### config.mk
export PLATFORM = sky130hd
export DESIGN_NAME = module_corrector_secded
export DESIGN_NICKNAME = d
export VERILOG_FILES = /design/src/rtl/module_corrector_secded_pkg.sv /design/src/rtl/module_corrector_secded_sindrome.sv /design/src/rtl/module_corrector_secded.sv
export SDC_FILE = /design/constraint.sdc
export NUM_CORES = 1
export LEC_CHECK = 0
export CAP_MARGIN = 5
export CORE_MARGIN = 8
export CORE_UTILIZATION = 45
export CTS_CLUSTER_DIAMETER = 150
export DETAILED_ROUTE_END_ITERATION = 16
export PLACE_DENSITY_LB_ADDON = 0.2
export SYNTH_ARGS = -nofsm -noshare
export SYNTH_HDL_FRONTEND = slang
export SYNTH_SLANG_ARGS = --single-unit
### constraint.sdc
create_clock -name clk -period 3.08 [get_ports clk]
set_input_delay 0.462 -clock clk [delete_from_list [all_inputs] [get_ports clk]]
set_output_delay 0.462 -clock clk [all_outputs]
set_load 0.01 [all_outputs]
### src/rtl/module_corrector_secded_pkg.sv
// Hamming SEC-DED helpers shared by the decoder and the future encoder:
// parity width, parity-position test, data-bit placement and error class.
package pkg_hamming;

   typedef enum logic [1:0] {CLEAN, SINGLE, DOUBLE} err_class_t;

   function automatic int calc_par_w(input int data_w);
      int p;
      p = 1;
      while ((1 << p) < (data_w + p + 1)) p = p + 1;
      return p;
   endfunction

   function automatic bit is_pow2(input int v);
      return (v > 0) && ((v & (v - 1)) == 0);
   endfunction

   // Hamming position of data bit k: the k-th position >= 3 that is not a power of two.
   function automatic int data_pos(input int k);
      int i;
      i = 2;
      for (int n = 0; n <= k; n++) begin
         i = i + 1;
         while (is_pow2(i)) i = i + 1;
      end
      return i;
   endfunction

endpackage

### src/rtl/module_corrector_secded_sindrome.sv
// Combinational syndrome and overall-parity calculator for an extended Hamming word.
// No latency, no flow control: pure function of the codeword.
module module_sindrome_secded
   import pkg_hamming::*;
#(
   parameter int DATA_W = 4,
   localparam int PAR_W = calc_par_w(DATA_W),
   localparam int CODE_W = DATA_W + PAR_W + 1
) (
   input  logic [CODE_W-1:0] code,
   output logic [PAR_W-1:0]  sindrome,
   output logic              p_err
);

   always_comb begin
      sindrome = '0;
      for (int i = 1; i < CODE_W; i++) begin
         for (int k = 0; k < PAR_W; k++) begin
            if (((i >> k) & 1) != 0) sindrome[k] = sindrome[k] ^ code[i];
         end
      end
   end

   assign p_err = ^code;

endmodule

### src/rtl/module_corrector_secded.sv
// Two-stage SEC-DED decoder on a valid/ready stream with saturating error counters.
// Latency 2 cycles, 1 word/cycle; stalls propagate upstream through in_ready, outputs hold while stalled.
module module_corrector_secded
   import pkg_hamming::*;
#(
   parameter int DATA_W = 4,
   parameter int CNT_W = 8,
   localparam int PAR_W = calc_par_w(DATA_W),
   localparam int CODE_W = DATA_W + PAR_W + 1
) (
   input  logic              clk,
   input  logic              rst_n,
   input  logic              in_valid,
   output logic              in_ready,
   input  logic [CODE_W-1:0] in_code,
   output logic              out_valid,
   input  logic              out_ready,
   output logic [DATA_W-1:0] out_data,
   output logic [PAR_W-1:0]  out_sindrome,
   output logic              out_single,
   output logic              out_double,
   input  logic              clr_cnt,
   output logic [CNT_W-1:0]  cnt_corr,
   output logic [CNT_W-1:0]  cnt_uncorr
);

   logic              s1_valid;
   logic [CODE_W-1:0] s1_code;
   logic [PAR_W-1:0]  s1_sind;
   logic              s1_perr;
   logic [PAR_W-1:0]  c_sind;
   logic              c_perr;
   logic              s1_adv;
   logic              s2_adv;
   logic              out_fire;
   err_class_t        cls;
   logic [CODE_W-1:0] fixed;
   logic [DATA_W-1:0] data_fix;

   module_sindrome_secded #(.DATA_W(DATA_W)) u_sind (
      .code     (in_code),
      .sindrome (c_sind),
      .p_err    (c_perr)
   );

   assign s2_adv   = !out_valid || out_ready;
   assign s1_adv   = !s1_valid || s2_adv;
   assign in_ready = s1_adv;
   assign out_fire = out_valid && out_ready;

   always_ff @(posedge clk or negedge rst_n) begin
      if (!rst_n) begin
         s1_valid <= 1'b0;
         s1_code  <= '0;
         s1_sind  <= '0;
         s1_perr  <= 1'b0;
      end else if (s1_adv) begin
         s1_valid <= in_valid;
         if (in_valid) begin
            s1_code <= in_code;
            s1_sind <= c_sind;
            s1_perr <= c_perr;
         end
      end
   end

   // A parity error pointing past the last position cannot be a single flip.
   always_comb begin
      cls = CLEAN;
      if (s1_perr) cls = (int'(s1_sind) < CODE_W) ? SINGLE : DOUBLE;
      else if (s1_sind != '0) cls = DOUBLE;
   end

   always_comb begin
      fixed = s1_code;
      for (int i = 1; i < CODE_W; i++) begin
         if (cls == SINGLE && int'(s1_sind) == i) fixed[i] = !s1_code[i];
      end
   end

   for (genvar k = 0; k < DATA_W; k++) begin : g_dat
      assign data_fix[k] = fixed[data_pos(k)];
   end

   always_ff @(posedge clk or negedge rst_n) begin
      if (!rst_n) begin
         out_valid    <= 1'b0;
         out_data     <= '0;
         out_sindrome <= '0;
         out_single   <= 1'b0;
         out_double   <= 1'b0;
      end else if (s2_adv) begin
         out_valid <= s1_valid;
         if (s1_valid) begin
            out_data     <= data_fix;
            out_sindrome <= s1_sind;
            out_single   <= (cls == SINGLE);
            out_double   <= (cls == DOUBLE);
         end
      end
   end

   always_ff @(posedge clk or negedge rst_n) begin
      if (!rst_n) begin
         cnt_corr   <= '0;
         cnt_uncorr <= '0;
      end else if (clr_cnt) begin
         cnt_corr   <= '0;
         cnt_uncorr <= '0;
      end else if (out_fire) begin
         if (out_single && cnt_corr != '1)   cnt_corr   <= cnt_corr + 1'b1;
         if (out_double && cnt_uncorr != '1) cnt_uncorr <= cnt_uncorr + 1'b1;
      end
   end

endmodule

## After elaboration in Yosys (flattened, before gate mapping)

Cells that the tools add are included.

| cells by class | value |
|---|---|
| reduce and logical (&&, ||, !) cells | 24 |
| equality and inequality tests | 8 |
| bitwise logic cells | 9 |
| $add $sub $neg | 2 |
| mux-type cells | 12 |

Operator list:

| kind | number |
|---|---|
| two-way mux 8 bit | 6 |
| adder 8 x 1 -> 8 bit, second input constant | 2 |
| inequality test 8 bit, second input constant | 2 |
| XOR 1 bit | 9 |
| AND reduction 2 bit | 4 |
| parity 8 bit | 1 |
| logical AND 1 bit | 7 |
| == test 3 bit, second input constant | 2 |
| zero test 1 bit | 6 |
| nonzero test 2 bit | 3 |
| two-way mux 1 bit | 4 |
| two-way mux 2 bit | 2 |
| == test 3 x 1 -> 1 bit, second input constant | 1 |
| == test 3 x 2 -> 1 bit, second input constant | 1 |
| nonzero test 3 bit | 1 |
| == test 2 x 1 -> 1 bit, second input constant | 1 |
| == test 2 bit, second input constant | 1 |
| logical OR 1 bit | 2 |

| storage, ports and cells | value |
|---|---|
| logic and storage cells | 66 |
| output and inout port bits | 27 |
| flip-flop bits (word level) | 39 |
| input bits | 13 |

## Longest topological paths before layout

Gate-level depths: netlist (run 1).

| logic depth | value |
|---|---|
| depth after elaboration | 6 |
| mapped depth | 5 |
| gate-level depth less buffers | 5 |

## Hierarchy

Synthesis (run 1) repeated with hierarchy kept, for this count alone.

| unflattened totals | value |
|---|---|
| cell total of the unflattened synthesis | 163 |
| area total of the unflattened synthesis | 1885.6 µm² |

By module, submodules not included:

| module | instances | cells each | area an instance (µm²) | sequential area each (µm²) |
|---|---|---|---|---|
| module_corrector_secded | 1 | 152 | 1781.7 | 875.8 |
| module_sindrome_secded | 1 | 11 | 103.8 | 0.0 |

## Worst setup path before layout (run 1)

OpenSTA, ideal clock, no wires.

| path | value |
|---|---|
| kind | input port to flip-flop |
| start | in out_ready |
| end | reg s1_code[3] |
| setup time | 0.125 ns |
| arrival time | 1.328 ns |
| stages | 4 |
| required time | 2.955 ns |
| slack | 1.627 ns |
| buffers on the path | 1 |
| path through | nand3b_1 -> nand2_1 -> buf_2 -> mux2_2 |

| on the way | value |
|---|---|
| cells in the longest elaborated chain, start to end | 3 |

Ends and longest elaborated chain:

| what | RTL line | text |
|---|---|---|
| start: declaration | module_corrector_secded.sv:17 | `input logic out_ready,` |
| logical OR 1 bit | module_corrector_secded.sv:46 | `assign s2_adv = !out_valid \|\| out_ready;` |
| logical OR 1 bit | module_corrector_secded.sv:47 | `assign s1_adv = !s1_valid \|\| s2_adv;` |
| AND reduction 2 bit (no source line) | - |  |
| end signal: assignment | module_corrector_secded.sv:60 | `s1_code <= in_code;` |
| end: declaration | module_corrector_secded.sv:28 | `logic [CODE_W-1:0] s1_code;` |

No other way between the ends.
A chain may end at the register's enable or synchronous reset.

## Final worst setup path (run 1)

| path | value |
|---|---|
| start | in out_ready |
| end | out in_ready |

| on the way | value |
|---|---|
| cells in the longest elaborated chain, start to end | 2 |

Ends and longest elaborated chain:

| what | RTL line | text |
|---|---|---|
| logical OR 1 bit | module_corrector_secded.sv:46 |  |
| logical OR 1 bit | module_corrector_secded.sv:47 |  |
| end: declaration | module_corrector_secded.sv:14 | `output logic in_ready,` |

No other way between the ends.

==> impl_metrics.py, run 1 <==
metrics = {
    "status": {
        "outcome": "finished clean",
    },
    "floorplanning": {
        "initial_utilization_pct": 46.9,
        "io_pins": 40,
        "core-area_sq_um": 3690,
        "die_w_um": 78.0,
        "core.rowCount": 22,
        "die_area_sq_um": 6090,
        "die_y_um": 78.0,
    },
    "power": {
        "p_per_area_nw_per_um2": 542,
        "p_sw_share_pct": 28.8,
        "p_comb_share_pct": 26.0,
        "clockPowerShare_pct": 24.1,
        "ir_worst_vdd_mv": 0.349,
        "seqPwrFrac_pct": 49.9,
        "p_sw_uw": 351,
        "p_int_uw": 867,
        "p_leak_nw": 0.937,
    },
    "setup_path": {
        "critPathMostFrequentCell": "clkdlybuf4s50_1",
        "slowest_stage": "clkdlybuf4s50_1",
        "worstPathMaxFanout": 6,
        "cp_cell_sequence": "clkdlybuf4s50_1, nand3b_1, clkdlybuf4s50_1",
        "cp_data_arrival_time_ns": 1.80,
        "cp.required_ns": 2.62,
        "rrSetupSlack_ns": 1.51,
        "regToRegEndpoint": "out_sindrome[0]",
        "reg2reg_depth": 3,
        "rr_startpoint": "out_valid",
        "crit_type": "primary input to primary output",
        "critPathMaxStageDelay_ns": 0.58,
        "crit_path_end_kind": "primary output",
        "start_kind": "primary input",
    },
    "synth": {
        "ys_warn_count": 0,
        "syn_area_sq_um": 1730,
        "synthArstFlopShare_pct": 100,
        "synth_nets": 174,
        "yosysMostFrequentCell": "dfrtp_1",
        "ys_seq_elements": 35,
        "synth_top_area_cell": "dfrtp_1",
        "ys_seq_area_share_pct": 50.6,
        "syn_inst": 159,
        "synth.top_cell.area_share_pct": 50.6,
        "avgSynthCellArea_sq_um": 10.9,
        "synth_commonest_cells": "35 x dfrtp_1, 16 x nand2_1, 14 x xor2_1",
        "synth_edf_count": 0,
        "synth.distinct_cells": 37,
        "ys.flop_type": "dfrtp_1",
        "synth.top_cells.by_area": "dfrtp_1 51%, xor2_1 7.1%, mux2_2 5.9%, nand2_1 3.5%, xnor2_1 3.0%",
    },
    "cells_and_area": {
        "seqCellArea_sq_um": 876,
        "drive_gt1_share_pct": 11.9,
        "fill_cells": 334,
        "diodes": 0,
        "fin_nets": 217,
        "multiInputGateArea_sq_um": 838,
        "stdcell_count": 249,
        "syn2layout_area_growth_pct": 29.6,
    },
    "sta": {
        "tightest_slew_ns": 0.644,
        "fmax_mhz": 441,
        "slew_violations": 0,
        "period_minus_slack_ns": 2.27,
        "post-route-period-util_pct": 73.5,
        "tns_ns": 0,
        "rsz0062_at_grt": "false",
        "slew_headroom_pct": 56.9,
        "fin_worst_skew_ns": 0.00305,
        "finalHoldViolCount": 0,
        "finalSetupViolations": 0,
    },
    "clock_tree": {
        "cts.repair.resized": 0,
        "cts_root_buffer": "clkbuf_8",
        "htree_levels": 2,
        "holdBufCountCts": 0,
        "insertion_delay_ns": 0.28,
        "cts_tree": "built",
        "cts.sink_count": 35,
        "cts_setup_buffers": 0,
        "clk_pin_slew_ns": 0.06,
        "clk_path_buf_depth": 2,
        "cts_buffers": 5,
    },
    "grt": {
        "grt_usage_pct": 12.6,
        "grt_pass1_vias": 1364,
        "grt_max_degree": 36,
        "grt_first_pass_wirelength_um": 6360,
        "overflow": 0,
        "antenna_found_initial": 0,
    },
    "routing": {
        "routed_wl_um": 3720,
        "wl_per_cell_um": 15.0,
        "vias": 1365,
        "drc": 0,
        "via_per_inst": 5.48,
        "dr.pass1.iters": 4,
        "drt_iter0_markers": 66,
        "drtAntennaViolNets": 0,
    },
    "min_path": {
        "hold_path_end": "out_valid",
        "hp-class": "flop to flop",
        "hp-start": "s1_valid",
        "min_path_cells": 1,
    },
    "place": {
        "place_congestion": 0.767,
        "dp_hpwl_um": 2800,
        "io_buffers": 39,
        "place_inst": 243,
    },
    "job": {
        "maxCapViolCount": 0,
    },
}
-- how the worst max path moves through the flow --
stage               slack (ns)         end  startpoint  cells past startpoint
floorplan                 1.63  s1_code[3]   out_ready                      4
global placement          0.84    in_ready   out_ready                      3
detailed placement        0.82    in_ready   out_ready                      3
CTS                       0.81    in_ready   out_ready                      3
global route              0.76    in_ready   out_ready                      3
finish                    0.81    in_ready   out_ready                      3
-- sequential cells by signal, summed over array words and instances, names as in the netlist, 3 cells and up --
| signal | cells |
|---|---|
| cnt_uncorr | 8 |
| s1_sind | 3 |
| out_data | 4 |
| s1_code | 4 |
| cnt_corr | 8 |
| out_sindrome | 3 |
-- power by group through the flow --
stage | Combinational [mW] | Clock, mW | Sequential, mW
after detailed placement | 0.321 | 0 | 0.614
after global placement | 0.314 | 0 | 0.610
after global routing | 0.347 | 0.317 | 0.619
final | 0.317 | 0.293 | 0.608
after CTS | 0.324 | 0.305 | 0.607
after floorplan | 0.143 | 0 | 0.620
-- worst max-delay path, delay by kind of cell --
kind / cells / cell delay (ns)
buffers and inverters: 2 / 1.14
AND/OR/NAND/NOR: 1 / 0.19
-- layout make-up --
| class | instances | area share (%) |
|---|---|---|
| Clock buffer | 6 | 3.23 |
| Tap cell | 48 | 2.68 |
| Sequential cell | 35 | 39.0 |
| Timing Repair Buffer | 40 | 17.7 |
| Multi-Input combinational cell | 120 | 37.3 |
-- metrics by stage --
step | util (%) | instance area, sq um | power [mW] | hold WS, ns | setup slack [ns]
after detailed placement | 58.9 | 2170 | 0.935 | 0.478 | 0.821
after global routing | 60.9 | 2240 | 1.28 | 0.507 | 0.762
final | 60.9 | 2240 | 1.22 | 0.488 | 0.815
after floorplan | - | 1730 | 0.763 | 0.166 | 1.63
after CTS | 60.9 | 2240 | 1.24 | 0.490 | 0.807
after global placement | 58.9 | 2170 | 0.924 | 0.473 | 0.839
-- layout by cell type, fill, tap and decap left out, types with 2 or more instances in the layout --
cell type / n
and3_4: 2
o21ai_0: 9
a21oi_1: 6
clkbuf_8: 5
xor2_1: 14
nand3b_1: 2
nand3_1: 5
ha_1: 2
mux2_2: 9
xnor2_1: 6
nor2_1: 10
nor3_1: 4
o31ai_1: 3
mux2i_1: 3
nand2_1: 16
clkdlybuf4s50_1: 39
nand2b_1: 3
dfrtp_1: 35
and3_1: 3
nand4b_1: 3
or3_1: 3
o211ai_1: 2
nand4_1: 2
-- cell families after synthesis --
group | synth area share [%]
DFF | 50.6
muxes | 7.59
AOI/OAI and AO/OA | 10.3
and+or+nand+nor | 18.9
adders and majority gates | 1.44
buffers and inverters | 1.01
xor gates and xnor gates | 10.1
-- routing by layer --
metal  share of wire [%]  track usage [%]  routed length, um  up-vias
met3                 6.1             3.87                227        7
met1                  41             14.1               1540      670
met4                 1.7             6.11                 65        0
met5                   0                0                  0        -
li1                    -                -                  -      657
met2                  51             21.6               1890       31
Power figures use the tool's default switching activity.
==> inputs of run 2 (changes only) <==
--- a/config.mk
+++ b/config.mk
@@ -7,7 +7,7 @@
 export LEC_CHECK = 0
 export CAP_MARGIN = 5
 export CORE_MARGIN = 8
-export CORE_UTILIZATION = 45
+export CORE_UTILIZATION = 44
 export CTS_CLUSTER_DIAMETER = 150
 export DETAILED_ROUTE_END_ITERATION = 16
 export PLACE_DENSITY_LB_ADDON = 0.2
==> constraint.sdc (replaced) <==
create_clock -name clk -period 2 [get_ports clk]
set_input_delay 0.3 -clock clk [delete_from_list [all_inputs] [get_ports clk]]
set_output_delay 0.3 -clock clk [all_outputs]
set_load 0.01 [all_outputs]
==> impl_metrics.py, run 2 (synthesized netlist as in run 1, its figures left out) <==
metrics = {
    "clock_tree": {
        "insertion_delay_ns": 0.29,
        "cts.repair.resized": 0,
        "clk_pin_slew_ns": 0.07,
        "htree_levels": 2,
        "cts_setup_buffers": 0,
        "cts_root_buffer": "clkbuf_8",
        "holdBufCountCts": 0,
        "cts_buffers": 5,
        "cts.sink_count": 35,
        "clk_path_buf_depth": 2,
        "cts_tree": "built",
    },
    "place": {
        "place_congestion": 0.824,
        "dp_hpwl_um": 2750,
        "io_buffers": 39,
        "place_area_sq_um": 2200,
    },
    "routing": {
        "routed_wl_um": 3690,
        "drtAntennaViolNets": 0,
        "drc": 0,
        "wl_per_cell_um": 14.4,
        "drt_iter0_markers": 95,
        "via_per_inst": 5.36,
        "vias": 1372,
        "dr.pass1.iters": 4,
    },
    "cells_and_area": {
        "drive_gt1_share_pct": 13.6,
        "fin_nets": 220,
        "final_common_cell": "clkdlybuf4s50_1",
        "final_cell_area_sq_um": 2280,
        "top_regs": "cnt_corr (8), cnt_uncorr (8)",
        "diodes": 0,
        "final_cell_mix": "39 x clkdlybuf4s50_1, 35 x dfrtp_1, 16 x nand2_1, 14 x xor2_1, 10 x nor2_1",
        "syn2layout_area_growth_pct": 31.6,
        "finish.utilization_pct": 58.6,
    },
    "setup_path": {
        "rrSetupSlack_ns": 0.46,
        "critPathMaxStageDelay_ns": 0.58,
        "cp.buffers_inverters": 2,
        "slowest_stage": "clkdlybuf4s50_1",
        "crit_type": "primary input to primary output",
        "reg2reg_depth": 5,
        "cp.required_ns": 1.70,
        "start_kind": "primary input",
        "worstPathMaxFanout": 3,
        "rr_startpoint": "cnt_corr[0]",
        "cp_data_arrival_time_ns": 1.55,
        "cp_cell_sequence": "clkdlybuf4s50_1, nand3b_1, clkdlybuf4s50_1",
        "path_delay_family": "buffers and inverters",
        "regToRegEndpoint": "cnt_corr[5]",
        "critPathMostFrequentCell": "clkdlybuf4s50_1",
        "crit_path_end_kind": "primary output",
    },
    "grt": {
        "grt_pass1_vias": 1282,
        "grt_max_degree": 36,
        "overflow": 0,
        "grt_usage_pct": 12.6,
        "antenna_found_initial": 0,
        "grt_first_pass_wirelength_um": 6040,
    },
    "floorplanning": {
        "die_area_sq_um": 6200,
        "core.rowCount": 23,
        "io_pins": 40,
        "die_y_um": 78.7,
        "die_w_um": 78.7,
        "initial_utilization_pct": 44.6,
        "core-area_sq_um": 3880,
    },
    "sta": {
        "finalHoldViolCount": 0,
        "post-route-period-util_pct": 92.3,
        "period_minus_slack_ns": 1.85,
        "fmax_mhz": 542,
        "hold_slack_ns": 0.403,
        "tns_ns": 0,
        "slew_headroom_pct": 70.5,
        "slew_violations": 0,
        "fin_worst_skew_ns": 0.00509,
        "finalSetupViolations": 0,
        "tightest_slew_ns": 0.442,
        "rsz0062_at_grt": "false",
    },
    "job": {
        "maxCapViolCount": 0,
    },
    "min_path": {
        "hp-class": "primary input to async pin",
    },
    "power": {
        "ir_worst_vdd_mv": 0.445,
        "p_leak_nw": 0.957,
        "p_per_area_nw_per_um2": 845,
        "power_mw": 1.93,
    },
    "status": {
        "outcome": "finished clean",
    },
}
==> run 2: power by group <==
group | leakage, nW | internal (mW) | switching, mW | total, mW
registers | 0.449 | 0.820 | 0.113 | 0.932
clock network | 0.0422 | 0.244 | 0.252 | 0.496
logic | 0.465 | 0.287 | 0.209 | 0.496
==> run 2: worst max path at each step <==
stage / startpoint / end / slack, ns / cells after the start
after floorplan: cnt_corr[0] / cnt_corr[5] / 0.57 / 5
after global placement: out_ready / in_ready / 0.15 / 3
after detailed placement: out_ready / in_ready / 0.16 / 3
after CTS: out_ready / in_ready / 0.15 / 3
after global routing: out_ready / in_ready / 0.11 / 3
final: out_ready / in_ready / 0.15 / 3
==> run 2: through the flow <==
| step | cells | setup WS, ns |
|---|---|---|
| final | 256 | 0.154 |
| after floorplan | 159 | 0.568 |
| after detailed placement | 248 | 0.161 |
| after global placement | 248 | 0.152 |
| after global routing | 256 | 0.105 |
| after CTS | 256 | 0.150 |
==> run 2: routing by layer <==
layer | global-route usage [%] | vias to the layer above | part of all wire (%)
li1 | - | 659 | -
met1 | 13.4 | 670 | 41
met2 | 21.2 | 35 | 50
met3 | 4.06 | 8 | 6.3
met4 | 8.33 | 0 | 2.6
met5 | 0 | - | 0
==> run 2: layout make-up <==
| class | count | area [sq um] |
|---|---|---|
| clock buffer | 7 | 76.3 |
| clock inverter | 1 | 5.00 |
| fill | 347 | 1610 |
| multi-input combinational | 120 | 838 |
| sequential | 35 | 876 |
| tap | 50 | 62.6 |
| timing repair buffer | 43 | 420 |
==> inputs of run 3 (changes only) <==
==> constraint.sdc (replaced) <==
create_clock -name clk -period 2 [get_ports clk]
set_input_delay 0.3 -clock clk [delete_from_list [all_inputs] [get_ports clk]]
set_output_delay 0.3 -clock clk [all_outputs]
set_load 0.02 [all_outputs]
==> impl_metrics.py, run 3 (synthesized netlist as in run 1, its figures left out) <==
metrics = {
    "power": {
        "p_comb_share_pct": 28.1,
        "seqPwrFrac_pct": 46.5,
        "ir_worst_vdd_mv": 0.594,
        "p_sw_uw": 619,
        "p_sw_share_pct": 31.0,
        "clockPowerShare_pct": 25.4,
        "p_per_area_nw_per_um2": 872,
        "power_mw": 2.00,
        "p_int_mw": 1.38,
        "p_leak_nw": 0.966,
    },
    "sta": {
        "slew_headroom_pct": 70.0,
        "finalHoldViolCount": 0,
        "fmax_mhz": 522,
        "finalSetupViolations": 0,
        "post-route-period-util_pct": 95.8,
        "rsz0062_at_grt": "false",
        "fin_worst_skew_ns": 0.00455,
        "slew_violations": 0,
        "tns_ns": 0,
        "tightest_slew_ns": 0.450,
        "period_minus_slack_ns": 1.92,
    },
    "place": {
        "io_buffers": 39,
        "dp_hpwl_um": 2910,
        "place_inst": 249,
        "place_congestion": 0.840,
    },
    "clock_tree": {
        "holdBufCountCts": 0,
        "clk_path_buf_depth": 2,
        "htree_levels": 2,
        "cts.repair.resized": 0,
        "cts_setup_buffers": 0,
        "cts_root_buffer": "clkbuf_8",
        "insertion_delay_ns": 0.28,
        "cts_tree": "built",
        "cts.sink_count": 35,
        "clk_pin_slew_ns": 0.06,
        "cts_buffers": 5,
    },
    "routing": {
        "routed_wl_um": 3760,
        "wl_per_cell_um": 14.7,
        "dr.pass1.iters": 4,
        "vias": 1360,
        "drc": 0,
        "drt_iter0_markers": 86,
        "via_per_inst": 5.31,
        "drtAntennaViolNets": 0,
    },
    "status": {
        "outcome": "finished clean",
    },
    "cells_and_area": {
        "stdcell_count": 256,
        "top_regs": "cnt_corr (8), cnt_uncorr (8)",
        "drive_gt1_share_pct": 14.6,
        "final_cell_mix": "39 x clkdlybuf4s50_1, 35 x dfrtp_1, 16 x nand2_1, 14 x xor2_1, 10 x nor2_1",
        "syn2layout_area_growth_pct": 32.4,
        "final_common_cell": "clkdlybuf4s50_1",
        "diodes": 0,
        "fill_cells": 360,
        "fin_nets": 221,
    },
    "setup_path": {
        "cp.required_ns": 1.70,
        "crit_type": "primary input to primary output",
        "cp_data_arrival_time_ns": 1.62,
        "crit_path_end_kind": "primary output",
        "start_kind": "primary input",
        "worstPathMaxFanout": 3,
    },
    "floorplanning": {
        "core.rowCount": 23,
        "die_area_sq_um": 6200,
        "die_y_um": 78.7,
        "die_w_um": 78.7,
        "core-area_sq_um": 3880,
        "initial_utilization_pct": 44.6,
        "io_pins": 40,
    },
    "grt": {
        "grt_pass1_vias": 1417,
        "antenna_found_initial": 0,
        "grt_first_pass_wirelength_um": 6270,
        "overflow": 0,
        "grt_usage_pct": 12.7,
        "grt_max_degree": 36,
    },
    "min_path": {
        "hp-class": "primary input to async pin",
    },
    "job": {
        "maxCapViolCount": 0,
    },
}
## run 3: path summary, 6_finish.rpt
check,from,endpoint,slack (ns),cells past startpoint
hold / removal,rst_n,cnt_uncorr[3],0.43,2
min in group clk,s1_valid,out_valid,0.49,1
setup reg to reg,cnt_corr[0],cnt_corr[5],0.46,5
max in group asynchronous,rst_n,out_data[2],1.26,2
hold reg to reg,s1_valid,out_valid,0.49,1
setup / recovery,out_ready,in_ready,0.08,3
## run 3: worst max-delay path, stage by stage
cell	delay, ns
clkdlybuf4s50_1	0.50
nand3b_1	0.18
clkdlybuf4s50_1	0.64
## run 3: layout make-up
| cell class | count | area (sq um) | area share (%) |
|---|---|---|---|
| Clock buffer | 6 | 82.6 | 3.60 |
| Clock inverter | 1 | 5.00 | 0.218 |
| Multi-Input combinational cell | 120 | 838 | 36.6 |
| Sequential cell | 35 | 876 | 38.2 |
| Tap cell | 50 | 62.6 | 2.73 |
| Timing Repair Buffer | 44 | 428 | 18.7 |
## run 3: metal layers
layer | global-route usage [%] | routed length [um]
met5 | 0 | 0
met4 | 5.19 | 63
met3 | 4.51 | 212
met1 | 13.0 | 1500
met2 | 23.1 | 1980
## run 3: metrics by stage
| step | cell area, sq um | hold WS (ns) | util (%) | setup WS (ns) |
|---|---|---|---|---|
| floorplan | 1730 | 0.00441 | - | 0.409 |
| global placement | 2200 | 0.470 | 56.7 | 0.0890 |
| detailed placement | 2200 | 0.482 | 56.7 | 0.100 |
| CTS | 2290 | 0.435 | 59.0 | 0.0808 |
| global route | 2290 | 0.472 | 59.0 | 0.0453 |
| finish | 2290 | 0.426 | 59.0 | 0.0845 |
## run 3: power by group through the flow
| stage | Clock [mW] | Combinational [mW] | Sequential (mW) |
|---|---|---|---|
| floorplan | 0 | 0.221 | 1.01 |
| global placement | 0 | 0.551 | 0.939 |
| detailed placement | 0 | 0.571 | 0.948 |
| CTS | 0.525 | 0.572 | 0.934 |
| global route | 0.555 | 0.606 | 0.951 |
| finish | 0.508 | 0.561 | 0.930 |
==> variant: new RTL, config.mk and constraints of run 3 <==
Make the reset (`rst_n`) synchronous in 3 clocked blocks.
--- a/src/rtl/module_corrector_secded.sv
+++ b/src/rtl/module_corrector_secded.sv
@@ -48,7 +48,7 @@
    assign in_ready = s1_adv;
    assign out_fire = out_valid && out_ready;
 
-   always_ff @(posedge clk or negedge rst_n) begin
+   always_ff @(posedge clk) begin
       if (!rst_n) begin
          s1_valid <= 1'b0;
          s1_code  <= '0;
@@ -82,7 +82,7 @@
       assign data_fix[k] = fixed[data_pos(k)];
    end
 
-   always_ff @(posedge clk or negedge rst_n) begin
+   always_ff @(posedge clk) begin
       if (!rst_n) begin
          out_valid    <= 1'b0;
          out_data     <= '0;
@@ -100,7 +100,7 @@
       end
    end
 
-   always_ff @(posedge clk or negedge rst_n) begin
+   always_ff @(posedge clk) begin
       if (!rst_n) begin
          cnt_corr   <= '0;
          cnt_uncorr <= '0;
Check against the original RTL: differs if rst_n is asserted again (counterexample within 4 cycles, from zero or initial values and one cycle with rst_n low); with rst_n held inactive, the same outputs for 10 cycles.
==> variant against run 3 <==
- worst setup slack improved by 0.037 ns
- final area fell by 5.5%
- area after synthesis fell by 5.1%
- core utilization rose by 0.61 points
- wire length fell by 0.35%
- sequential cell count did not move
- critical path type unchanged
Power is not compared: it rests on default switching activity, and its combinational part moved more than twofold at a synthesized area within 25%.
==> variant: results (changes against run 3) <==
Status
  • Status: finished, final reports clean (unchanged)

Place
  • Placed cells: 262 (was 249)
  • Place WS: 0.0198 ns (was 0.100 ns)
  • Global placement routability congestion: 0.802 (was 0.840)
  • Dpl hpwl: 2800 µm (was 2910 µm)
  • Number of buffers added on ports: 39 (unchanged)

Drt
  • Via density: 5.36 (was 5.31)
  • Wirelength per Cell: 13.9 µm (was 14.7 µm)
  • Vias: 1,446 (was 1,360)
  • Starting DRC count in detailed routing: 112 (was 86)

GRT
  • Pin count of the biggest net entering global routing: 20 (was 36)
  • Global-route wire length before repair: 6590 µm (was 6270 µm)
  • Met1 Use GR: 13.2% (was 13.0%)
  • Vias in the first global route: 1,496 (was 1,417)
  • GRT met3 Usage: 5.36% (was 4.51%)
  • Met2 Track Usage GR: 23.4% (was 23.1%)
  • All-Layer GR Usage: 13.1% (was 12.7%)

Power
  • Peak VDD IR: ~430 µV

Clock network
  • Postcts setup bufs: 0 (unchanged)

Hold path
  • Hold Crit Class: flip-flop to flip-flop (was primary input to asynchronous set/reset pin)

Setup path
  • CP peak stage delay: 0.62 ns (was 0.64 ns)
  • WP data arrival: 1.58 ns (was 1.62 ns)
  • Max FO, Critical Path: 4 (was 3)
  • Slowest cell on crit path: clkdlybuf4s50_1 (unchanged)
  • Reg2reg end: cnt_uncorr[4] (was cnt_corr[5])
  • R2R Setup Slk: 0.29 ns (was 0.46 ns)
  • RR Startpoint: cnt_uncorr[0] (was cnt_corr[0])
  • Register-to-Register Path Depth: 4 (was 5)

Layout
  • Nets: 236 (was 221)
  • Share of layout cells above drive strength 1: 5.86% (was 14.6%)
  • Fillers: 345 (was 360)
  • Largest regs: cnt_corr x8, cnt_uncorr x8 (unchanged)
  • Ant diodes: 0 (unchanged)

Logic synthesis
  • Yosys cell types: 33 (was 37)
  • Synth Net Count: 195 (was 174)
  • Synth top area share: 42.6% (was 50.6%)
  • Post-synthesis sequential area ratio: 42.6% (was 50.6%)
  • Top cells by count, synth: 35 x dfxtp_1, 20 x nand2_1, 13 x a21oi_1, 11 x xor2_1, 10 x o21ai_0 (was 35 x dfrtp_1, 16 x nand2_1, 14 x xor2_1, 10 x nor2_1)
  • Synth Instances: 180 (was 159)
  • Synth Flop Type: dfxtp_1 (was dfrtp_1)
  • Area contributors post-synth: dfxtp_1 43%, xor2_1 5.9%, nand2_1 4.6% (was dfrtp_1 51%, xor2_1 7.1%, mux2_2 5.9%)
  • FFs w/ async S/R, synth: 0% (was 100%)

Timing
  • Clock Skews: 0.00302 ns (was 0.00455 ns)
  • Least-Margin Pin Slew: 0.513 ns (was 0.450 ns)
-- variant: changes by cell type after synthesis, sizes merged, moves of 6 or more --
| cell | run 3 | this run |
|---|---|---|
| dfxtp | 0 | 35 |
| o211a | 0 | 6 |
| nor2 | 10 | 4 |
| or3 | 3 | 10 |
| a21boi | 0 | 7 |
| and3 | 6 | 0 |
| a21oi | 6 | 13 |
| dfrtp | 35 | 0 |
| mux2 | 9 | 0 |
-- variant: worst max path at each step --
stage                  start            end  slack, ns  cells past startpoint
6_report           out_ready       in_ready       0.12                      3
3_3_place_gp       out_ready  cnt_uncorr[4]       0.05                      5
5_1_grt            out_ready       in_ready       0.06                      3
3_5_place_dp       out_ready  cnt_uncorr[4]       0.02                      5
4_1_cts            out_ready       in_ready       0.12                      3
2_1_floorplan  cnt_uncorr[0]  cnt_uncorr[5]       0.42                      5
-- variant: kinds of logic after synthesis --
kind of cell               count (synthesis)  share of synthesized area, %
and+or+nand+nor                           66                          22.2
AOI/OAI and AO/OA                         41                          16.3
DFF                                       35                          42.6
xor gates and xnor gates                  17                          9.06
buffers and inverters                     12                          4.03
muxes                                      7                          4.26
adders and majority gates                  2                          1.52
-- variant: through the flow --
| stage | total power [mW] | hold WS (ns) | cell area, µm² |
|---|---|---|---|
| final | 1.49 | 0.468 | 2170 |
| after global routing | 1.55 | 0.492 | 2170 |
| after CTS | 1.50 | 0.469 | 2170 |
| after detailed placement | 0.944 | 0.459 | 2070 |
| after global placement | 0.938 | 0.458 | 2070 |
| after floorplan | 0.872 | 0.439 | 1640 |
-- variant: critical path, delay by kind of cell --
| kind | cells | cell delay, ns |
|---|---|---|
| and+or+nand+nor | 1 | 0.15 |
| buffers and inverters | 2 | 1.13 |
-- variant: report_power, final --
part	total (mW)	internal [mW]	switching [mW]	leakage (nW)
clock network	0.560	0.314	0.246	0.0515
logic	0.174	0.0926	0.0814	0.461
registers	0.752	0.724	0.0281	0.285
total	1.49	1.13	0.355	0.798
-- variant: cell type report --
cell class                      instances  share of cell area [%]
Inverter                                4                   0.693
Multi-Input combinational cell        133                    40.5
Tap cell                               48                    2.77
Sequential cell                        35                    32.4
Clock buffer                            8                    4.62
Timing Repair Buffer                   42                    19.1
-- variant: per-layer routing --
metal / wire [µm] / part of all wire [%] / vias up
met2: 1950 / 52 / 33
met5: 0 / 0 / -
li1: - / - / 720
met1: 1540 / 41 / 688
met3: 213 / 5.7 / 5
met4: 40 / 1.1 / 0
